File: config.mk
export PLATFORM = sky130hd
export DESIGN_NAME = sd_spi_cmd
export DESIGN_NICKNAME = d
export VERILOG_FILES = /design/src/rtl/sd_spi_cmd_pkg.sv /design/src/rtl/sd_spi_byte.sv /design/src/rtl/sd_spi_cmd.sv
export SDC_FILE = /design/constraint.sdc
export NUM_CORES = 1
export LEC_CHECK = 0
export CORE_MARGIN = 1
export CORE_UTILIZATION = 40
export DETAILED_ROUTE_END_ITERATION = 12
export PLACE_DENSITY_LB_ADDON = 0.1
export RECOVER_POWER = 50
export SYNTH_ARGS = -nofsm -noshare
export SYNTH_HDL_FRONTEND = slang
export SYNTH_SLANG_ARGS = --single-unit
export TNS_END_PERCENT = 5
File: constraint.sdc
create_clock -name clk -period 3.8 [get_ports clk]
set_input_delay 0.76 -clock clk [delete_from_list [all_inputs] [get_ports clk]]
set_output_delay 0.76 -clock clk [all_outputs]
set_load 0.005 [all_outputs]
File: src/rtl/sd_spi_cmd_pkg.sv
// Shared definitions for the SPI-mode SD command initiator: frame constants,
// command indices, FSM encoding and the helper that builds frame bytes.
package sd_spi_cmd_pkg;

    localparam logic [1:0] FRAME_START  = 2'b01;
    localparam logic       FRAME_END    = 1'b1;
    localparam logic [7:0] FILL_BYTE    = 8'hFF;
    localparam int         FRAME_BYTES  = 6;

    localparam logic [5:0] CMD0   = 6'd0;
    localparam logic [5:0] CMD8   = 6'd8;
    localparam logic [5:0] CMD17  = 6'd17;
    localparam logic [5:0] CMD55  = 6'd55;
    localparam logic [5:0] ACMD41 = 6'd41;

    typedef enum logic [1:0] {
        ST_IDLE,
        ST_CMD,
        ST_POLL,
        ST_FINISH
    } state_e;

    typedef struct packed {
        logic [5:0]  idx;
        logic [31:0] arg;
        logic [6:0]  crc;
    } cmd_t;

    function automatic logic [7:0] frame_byte(input cmd_t c, input logic [2:0] n);
        logic [7:0] b;
        case (n)
            3'd0:    b = {FRAME_START, c.idx};
            3'd1:    b = c.arg[31:24];
            3'd2:    b = c.arg[23:16];
            3'd3:    b = c.arg[15:8];
            3'd4:    b = c.arg[7:0];
            3'd5:    b = {c.crc, FRAME_END};
            default: b = FILL_BYTE;
        endcase
        return b;
    endfunction

endpackage

File: src/rtl/sd_spi_byte.sv
// Mode-0 SPI byte transceiver: 16*CLK_DIV cycles per byte, MSB first.
// rdy pulses in the last cycle of a byte; a go in that cycle chains the next byte with no gap.
module sd_spi_byte #(
    parameter int CLK_DIV = 4
) (
    input  logic       clk,
    input  logic       rst,
    input  logic       go,
    input  logic [7:0] tx,
    output logic [7:0] rx,
    output logic       rdy,
    output logic       sclk,
    output logic       mosi,
    input  logic       miso
);

    localparam int             DW       = (CLK_DIV > 1) ? $clog2(CLK_DIV) : 1;
    localparam logic [DW-1:0]  DIV_LAST = DW'(CLK_DIV - 1);

    logic          active_q, active_d;
    logic          sclk_q,   sclk_d;
    logic          mosi_q,   mosi_d;
    logic [DW-1:0] div_q,    div_d;
    logic [2:0]    bit_q,    bit_d;
    logic [6:0]    sh_q,     sh_d;
    logic [7:0]    rx_q,     rx_d;
    logic          half_end;
    logic          accept;

    always_comb begin
        half_end = (div_q == DIV_LAST);
        rdy      = active_q && sclk_q && half_end && (bit_q == 3'd7);
        accept   = go && (!active_q || rdy);

        active_d = active_q;
        sclk_d   = sclk_q;
        mosi_d   = mosi_q;
        div_d    = div_q;
        bit_d    = bit_q;
        sh_d     = sh_q;
        rx_d     = rx_q;

        if (accept) begin
            active_d = 1'b1;
            sclk_d   = 1'b0;
            div_d    = '0;
            bit_d    = 3'd0;
            sh_d     = tx[6:0];
            mosi_d   = tx[7];
        end else if (active_q) begin
            if (!half_end) begin
                div_d = div_q + 1'b1;
            end else begin
                div_d = '0;
                if (!sclk_q) begin
                    // MISO is launched by the card off our falling edge, so it is stable here.
                    sclk_d = 1'b1;
                    rx_d   = {rx_q[6:0], miso};
                end else begin
                    sclk_d = 1'b0;
                    if (bit_q == 3'd7) begin
                        active_d = 1'b0;
                        mosi_d   = 1'b1;
                    end else begin
                        bit_d  = bit_q + 3'd1;
                        mosi_d = sh_q[6];
                        sh_d   = {sh_q[5:0], 1'b0};
                    end
                end
            end
        end
    end

    always_ff @(posedge clk) begin
        if (rst) begin
            active_q <= 1'b0;
            sclk_q   <= 1'b0;
            mosi_q   <= 1'b1;
            div_q    <= '0;
            bit_q    <= 3'd0;
            sh_q     <= '0;
            rx_q     <= 8'hFF;
        end else begin
            active_q <= active_d;
            sclk_q   <= sclk_d;
            mosi_q   <= mosi_d;
            div_q    <= div_d;
            bit_q    <= bit_d;
            sh_q     <= sh_d;
            rx_q     <= rx_d;
        end
    end

    assign rx   = rx_q;
    assign sclk = sclk_q;
    assign mosi = mosi_q;

endmodule

File: src/rtl/sd_spi_cmd.sv
// SD SPI command initiator: sends a 6-byte frame then polls with 0xFF for an R1 byte.
// done arrives 2 + (6+k)*16*CLK_DIV cycles after accept; start is ignored while busy.
module sd_spi_cmd
    import sd_spi_cmd_pkg::*;
#(
    parameter int CLK_DIV      = 4,
    parameter int RESP_TIMEOUT = 8
) (
    input  logic        clk,
    input  logic        rst,
    input  logic        start,
    input  logic [5:0]  cmd_idx,
    input  logic [31:0] cmd_arg,
    input  logic [6:0]  cmd_crc,
    output logic        busy,
    output logic        done,
    output logic [7:0]  r1,
    output logic        timeout,
    output logic        sd_cs_n,
    output logic        sd_sclk,
    output logic        sd_mosi,
    input  logic        sd_miso
);

    localparam int PW = $clog2(RESP_TIMEOUT + 1);

    state_e        state_q,    state_d;
    cmd_t          cmd_q,      cmd_d;
    logic [2:0]    byte_idx_q, byte_idx_d;
    logic [PW-1:0] poll_q,     poll_d;
    logic          busy_q,     busy_d;
    logic          done_q,     done_d;
    logic [7:0]    r1_q,       r1_d;
    logic          timeout_q,  timeout_d;
    logic          cs_n_q,     cs_n_d;

    cmd_t       cmd_in;
    logic       go;
    logic [7:0] tx;
    logic [7:0] rx;
    logic       rdy;

    assign cmd_in = {cmd_idx, cmd_arg, cmd_crc};

    sd_spi_byte #(
        .CLK_DIV (CLK_DIV)
    ) u_byte (
        .clk  (clk),
        .rst  (rst),
        .go   (go),
        .tx   (tx),
        .rx   (rx),
        .rdy  (rdy),
        .sclk (sd_sclk),
        .mosi (sd_mosi),
        .miso (sd_miso)
    );

    always_comb begin
        state_d    = state_q;
        cmd_d      = cmd_q;
        byte_idx_d = byte_idx_q;
        poll_d     = poll_q;
        busy_d     = busy_q;
        done_d     = 1'b0;
        r1_d       = r1_q;
        timeout_d  = timeout_q;
        cs_n_d     = cs_n_q;
        go         = 1'b0;
        tx         = FILL_BYTE;

        case (state_q)
            ST_IDLE: begin
                if (start) begin
                    // First byte goes straight from the inputs so SCLK can rise at T+1+CLK_DIV.
                    cmd_d      = cmd_in;
                    byte_idx_d = 3'd0;
                    poll_d     = '0;
                    timeout_d  = 1'b0;
                    busy_d     = 1'b1;
                    cs_n_d     = 1'b0;
                    go         = 1'b1;
                    tx         = frame_byte(cmd_in, 3'd0);
                    state_d    = ST_CMD;
                end
            end
            ST_CMD: begin
                if (rdy) begin
                    go = 1'b1;
                    if (byte_idx_q == 3'(FRAME_BYTES - 1)) begin
                        tx      = FILL_BYTE;
                        state_d = ST_POLL;
                    end else begin
                        byte_idx_d = byte_idx_q + 3'd1;
                        tx         = frame_byte(cmd_q, byte_idx_q + 3'd1);
                    end
                end
            end
            ST_POLL: begin
                if (rdy) begin
                    poll_d = poll_q + 1'b1;
                    if (!rx[7]) begin
                        r1_d    = rx;
                        state_d = ST_FINISH;
                    end else if (poll_d == PW'(RESP_TIMEOUT)) begin
                        r1_d      = FILL_BYTE;
                        timeout_d = 1'b1;
                        state_d   = ST_FINISH;
                    end else begin
                        go = 1'b1;
                        tx = FILL_BYTE;
                    end
                end
            end
            ST_FINISH: begin
                done_d  = 1'b1;
                busy_d  = 1'b0;
                cs_n_d  = 1'b1;
                state_d = ST_IDLE;
            end
            default: state_d = ST_IDLE;
        endcase
    end

    always_ff @(posedge clk) begin
        if (rst) begin
            state_q    <= ST_IDLE;
            cmd_q      <= '0;
            byte_idx_q <= 3'd0;
            poll_q     <= '0;
            busy_q     <= 1'b0;
            done_q     <= 1'b0;
            r1_q       <= FILL_BYTE;
            timeout_q  <= 1'b0;
            cs_n_q     <= 1'b1;
        end else begin
            state_q    <= state_d;
            cmd_q      <= cmd_d;
            byte_idx_q <= byte_idx_d;
            poll_q     <= poll_d;
            busy_q     <= busy_d;
            done_q     <= done_d;
            r1_q       <= r1_d;
            timeout_q  <= timeout_d;
            cs_n_q     <= cs_n_d;
        end
    end

    assign busy    = busy_q;
    assign done    = done_q;
    assign r1      = r1_q;
    assign timeout = timeout_q;
    assign sd_cs_n = cs_n_q;

endmodule

# ---- Word-level counts from Yosys, hierarchy flattened
# Cells that the tools add are included.
dict set report word_totals {
  regBits 89
  mem_count 0
  latchBits 0
  word_cells 127
  output_inout_bits 14
  ramBits 0
  inputBits 49
  mem_bits_ro 0
}
dict set report classes {
  order_cmp 0
  div_mod_pow 0
  shift 0
  mul 0
  eq_ne 22
  n_reduce_logical 27
  bitwise_logic 3
  mux 53
  add_sub_neg 4
}
# operator count
set ops {}
lappend ops {{$pmux W8 S6} 1}
lappend ops {{$mux W8} 5}
lappend ops {{$mux W7} 5}
lappend ops {{$mux W1} 22}
lappend ops {{$pmux W8 S2} 1}
lappend ops {{$reduce_and A4 Y1} 4}
lappend ops {{$mux W2} 7}
lappend ops {{$ne A2 B2 Y1 const B} 7}
lappend ops {{$eq A3 B3 Y1 const B} 4}
lappend ops {{$reduce_bool A2 Y1} 6}
lappend ops {{$reduce_and A5 Y1} 2}
lappend ops {{$mux W3} 3}
lappend ops {{$reduce_and A3 Y1} 3}
lappend ops {{$mux W4} 2}
lappend ops {{$pmux W2 S4} 1}
lappend ops {{$pmux W4 S2} 1}
lappend ops {{$add A3 B1 Y3 const B} 2}
lappend ops {{$eq A2 B2 Y1 const B} 3}
lappend ops {{$eq A3 B2 Y1 const B} 2}
lappend ops {{$pmux W1 S2} 3}
lappend ops {{$pmux W3 S2} 1}
lappend ops {{$reduce_and A2 Y1} 3}
lappend ops {{$add A4 B1 Y4 const B} 1}
lappend ops {{$eq A4 B4 Y1 const B} 1}
lappend ops {{13 further kinds} 19}

# ---- Logic depth before layout (Yosys ltp)
dict set report depth {
  depth_word 9
  depth_mapped 9
  ltp_nobuf 7
}

# ---- Modules after synthesis
# Synthesis repeated with hierarchy kept, for this count alone.
dict set report hier_totals {
  hier_cells 509
  area_unflattened_um2 4231.6
}
# module seq_area_each_um2 cells_each area_per_inst_um2 instances
set by_module_without_submodules {}
lappend by_module_without_submodules {sd_spi_cmd 1321.3 398 3153.0 1}
lappend by_module_without_submodules {sd_spi_byte 460.4 111 1078.5 1}

# ---- Worst setup path after synthesis
# Ideal clock, no wire load.
dict set report synth_path {
  path_type {register to register}
  start {register u_byte.bit_q[0]}
  end {register u_byte.sh_q[5]}
  setup_time_ns 0.141
  slack_ns 1.837
  stages_incl_launch_ff 10
  required_time_ns 3.659
  path_buffers 2
  t_arrival_ns 1.822
  period_less_slack_ns 1.963
  cell_sequence {dfxtp_1 > ha_1 > ha_1 > and4_4 > nand3_2 > o221ai_4 > and2_1 > buf_4 > buf_12 > a311oi_2}
}
dict set report synth_via {
  elab_chain_cells 7
  word_cells_on_any_way 15
  classes_between {eq/ne: 2; mux: 6; reduce/logical: 7}
}
# item line_no
set synth_rtl {}
lappend synth_rtl {{start: declaration} sd_spi_byte.sv:24} ;# logic [2:0] bit_q, bit_d;
lappend synth_rtl {{start signal: assignment} sd_spi_byte.sv:88} ;# bit_q <= bit_d;
lappend synth_rtl {{$eq A3 B3 Y1 (*)} {sd_spi_byte.sv:32, sd_spi_byte.sv:61}}
lappend synth_rtl {{$logic_and A1 B1 Y1} sd_spi_byte.sv:32} ;# rdy = active_q && sclk_q && half_end && (bit_q == 3'd7);
lappend synth_rtl {{$mux W1 (on tied branches)} {sd_spi_cmd.sv:100, sd_spi_cmd.sv:88}}
lappend synth_rtl {{$pmux W1 S3} sd_spi_cmd.sv:72} ;# case (state_q)
lappend synth_rtl {{$logic_and A1 B1 Y1} sd_spi_byte.sv:33} ;# accept = go && (!active_q || rdy);
lappend synth_rtl {{$ne A2 B1 Y1 (no line) / $reduce_bool A2 Y1 (equally long branches)} n/a}
lappend synth_rtl {{$reduce_and A4 Y1 (no line)} n/a}
lappend synth_rtl {{end signal: assignment} sd_spi_byte.sv:81} ;# sh_q <= '0;
lappend synth_rtl {{end signal: assignment} sd_spi_byte.sv:89} ;# sh_q <= sh_d;
lappend synth_rtl {{end: declaration} sd_spi_byte.sv:25} ;# logic [6:0] sh_q, sh_d;
# Every way passes the cells marked *; elsewhere a longest branch is shown, timed or not.
# A chain may end at the register's enable or synchronous reset.

# ---- Worst setup path in the final report
dict set report layout_path {
  start {input port start}
  end {register cmd_q[19] (netlist bit)}
}
dict set report layout_via {
  elab_chain_cells 1
}
# item line_no
set layout_rtl {}
lappend layout_rtl {{start: declaration} sd_spi_cmd.sv:11} ;# input logic start,
lappend layout_rtl {{$reduce_and A2 Y1 (no line)} n/a}
lappend layout_rtl {{end signal: assignment} sd_spi_cmd.sv:138} ;# cmd_q <= cmd_d;
lappend layout_rtl {{end: declaration} sd_spi_cmd.sv:28} ;# cmd_t cmd_q, cmd_d;
# No other way between the ends.

==> results_dict.tcl <==
set metrics [dict create \
    hold-path-endpoint "cmd_q[8]" \
    numCtsBuffers 9 \
    worst_path_max_delay_cell "clkbuf_1" \
    wl_met2_um 4300 \
    multi_input_area_mm2 0.00212 \
    grt_max_degree 65 \
    whs_path_depth 2 \
    ir_drop_mv 0.214 \
    fillers 973 \
    cp-start-kind "input pin" \
    post-route-min-period_ns 2.96 \
    crit_type "input pin to register" \
    ys_warn_count 0 \
    drc 0 \
    worstHoldPathType "register to register" \
    core-area_mm2 0.00986 \
    fin_setup_tns_ns 0 \
    grt_pass1_wl_um 15400 \
    post_cts_buffers 0 \
    die_x_um 103 \
    ios 63 \
    vias_per_cell 5.15 \
    first_iter_violations 109 \
    wire_per_inst_um 14.2 \
    maxSlewViolCount 47 \
    dpl_worst_slack_ns 1.07 \
    routed-via-count 3425 \
    overflow 0 \
    ys_ff_latch 89 \
    chipHeight_um 103 \
    fin_crit_sh_pct 77.8 \
    antenna_left 0 \
    r2r_slack_ns 1.13 \
    hp-start "cmd_q[8]" \
    grt.total_usage_pct 18.9 \
    ctsHoldBuffers 0 \
    row_count 36 \
    antenna_found_initial 0 \
    critical_path.cell_chain "dlygate4sd3_1 > and2_1 > clkbuf_1 > nand2_1 > a21oi_1" \
    r2r-start "state_q[0]" \
    rr_endpoint "cmd_q[19]" \
    tightestPinTransition_ns 1.82 \
    dp_hpwl_um 6670 \
    crit_arrival_ns 3.22 \
    routed.top_layer "met4" \
    cts_htree_levels 3 \
    crit_required_ns 4.07 \
    cp_max_fo 46 \
    avgSynthCellArea_um2 8.50 \
    synth-seq-area-share_pct 43.5 \
    rr_worst_depth 6 \
    synthCells 482 \
    initial_core_util_pct 41.6 \
    drt_wl_total_um 9430 \
    grt_pass1_vias 3200 \
    regArea_mm2 0.00178 \
    status "finished, violations left" \
    clock_latency_ns 0.35 \
    fin_ws_ns 0.843 \
    antenna_cells 0 \
    wl_met1_um 4640 \
    final_hold_viol_count 0 \
    io_buffers 62 \
    nNetsFinal 589 \
    dr.pass1.iters 4 \
    root_buffer "clkbuf_8" \
    cap_violations 1 \
    violations "capacitance limit, slew limit" \
    drive_above_1_share_pct 7.33 \
    clkTransAtPathRegs_ns 0.08 \
    powerDensity_mw_per_mm2 530 \
    cts_tree "built" \
    report.final.setup_viol 0 \
    synth_cell_type_count 56 \
    syn_nets 544 \
    place_congestion 0.835 \
    synth_area_mm2 0.00410 \
    total_power_mw 2.62 \
    max-slew-margin-rel_pct -21.5 \
    wl_met3_um 264 \
    cts.sinks 89 \
    cts_resized 0 \
    end_kind "register" \
    dieArea_mm2 0.0107 \
    max_stage_delay_ns 1.31 \
    areaGrowthSynthToFinish_pct 20.7 \
    fin_skew_ns 0.0112 \
    cts_buffer_depth 2 \
    max_freq_mhz 338 \
    leakagePower_nw 1.84 \
    rsz0062_at_grt "no" \
]
[cell usage in the layout, fill, tap and decap left out, drive strengths merged, types with 3 or more instances in the layout]
| cell type | n |
|---|---|
| a22oi | 10 |
| o21ai | 21 |
| buf | 3 |
| dfxtp | 89 |
| nand2 | 125 |
| nor2 | 18 |
| nor3 | 8 |
| mux2i | 18 |
| a21oi | 67 |
| nand3 | 4 |
| inv | 10 |
| clkdlybuf4s50 | 60 |
| mux2 | 6 |
| clkinvlp | 3 |
| xor2 | 4 |
| a21boi | 5 |
| a211oi | 4 |
| nor2b | 3 |
| a311oi | 6 |
| ha | 13 |
| a221oi | 10 |
| clkbuf | 14 |
[cell families (layout without fill, tap and decap cells)]
logic type	Yosys count	in the layout	share of synthesized area, %
simple gates	171	171	17.8
mux	24	24	6.04
flops	89	89	43.5
buf+inv	42	92	4.70
xor+xnor	6	6	1.47
compound gates	137	137	22.5
fa+ha+maj	13	13	3.97
[state kept, by name, summed over array words and instances (netlist names)]
| register | flops |
|---|---|
| busy | 1 |
| byte_idx_q | 3 |
| cmd_q | 45 |
| done | 1 |
| poll_q | 4 |
| r1 | 8 |
| sd_cs_n | 1 |
| state_q | 2 |
| timeout | 1 |
| u_byte.active_q | 1 |
| u_byte.bit_q | 3 |
| u_byte.div_q | 2 |
| u_byte.mosi | 1 |
| u_byte.rx | 8 |
| u_byte.sclk | 1 |
| u_byte.sh_q | 7 |
[metrics by stage]
| stage | util [%] | instance area [um^2] | hold WS [ns] | instances |
|---|---|---|---|---|
| CTS | 50.2 | 4950 | 0.458 | 665 |
| finish | 50.1 | 4950 | 0.457 | 665 |
| global route | 50.1 | 4950 | 0.475 | 665 |
| global placement | 48.2 | 4760 | 0.442 | 649 |
| floorplan | - | 4100 | 0.433 | 482 |
| detailed placement | 48.2 | 4760 | 0.447 | 649 |
[synthesized netlist by cell type (all sizes together)]
cell	n	area (um^2)
o221ai	1	26.3
a31oi	2	12.5
a41oi	1	8.76
o31ai	2	28.8
xnor2	2	17.5
a211o	1	8.76
a211oi	4	47.5
ha	13	163
a22oi	10	75.1
nor2b	3	18.8
a221oi	10	87.6
nand4	2	27.5
a21oi	67	347
clkbuf	23	86.3
or3	1	6.26
nand3	4	25.0
o211ai	2	15.0
nand2b	2	12.5
nand2	125	469
nand3b	1	7.51
and3b	1	8.76
and2	2	12.5
and4	2	20.0
xor2	4	42.6
buf	9	68.8
mux2i	18	180
a21boi	5	37.5
o32a	1	10.0
or2	2	12.5
nor3	8	40.0
a21o	1	7.51
o211a	2	20.0
o41ai	1	8.76
nor2	18	70.1
o21ai	21	105
inv	10	37.5
dfxtp	89	1780
mux2	6	67.6
a311oi	6	77.6
[how the worst max path moves through the flow]
stage | slack (ns) | endpoint | from | cells after the start
2_1_floorplan | 1.84 | u_byte.sh_q[5] | u_byte.bit_q[0] | 9
3_3_place_gp | 1.11 | u_byte.mosi | start | 7
3_5_place_dp | 1.07 | u_byte.mosi | start | 7
4_1_cts | 1.30 | u_byte.sh_q[4] | u_byte.bit_q[0] | 7
5_1_grt | 0.57 | cmd_q[19] | start | 5
6_report | 0.84 | cmd_q[19] | start | 5
[report_power, final]
group / internal (mW) / switching, mW / total [mW] / leakage [nW]
clock network: 0.323 / 0.326 / 0.648 / 0.0888
logic: 0.318 / 0.478 / 0.796 / 1.03
registers: 1.08 / 0.0952 / 1.18 / 0.728
total: 1.72 / 0.898 / 2.62 / 1.84
[worst max-delay path, delay by kind of cell]
family | cells | cell delay [ns]
compound gates | 1 | 0.20
buf+inv | 2 | 1.92
simple gates | 2 | 0.33
[per-layer routing]
layer,vias up,GRT usage [%]
met5,-,0
li1,1773,-
met3,16,3.16
met4,0,9.32
met2,62,29.6
met1,1574,25.3
[cell type report]
| type | instances | share of cell area, % |
|---|---|---|
| Tap cell | 133 | 3.36 |
| Sequential cell | 89 | 36.0 |
| Clock inverter | 4 | 1.06 |
| Timing Repair Buffer | 66 | 12.9 |
| Clock buffer | 12 | 2.93 |
| Multi-Input combinational cell | 351 | 43.0 |
| Inverter | 10 | 0.759 |
(Power assumes the default switching activity.)
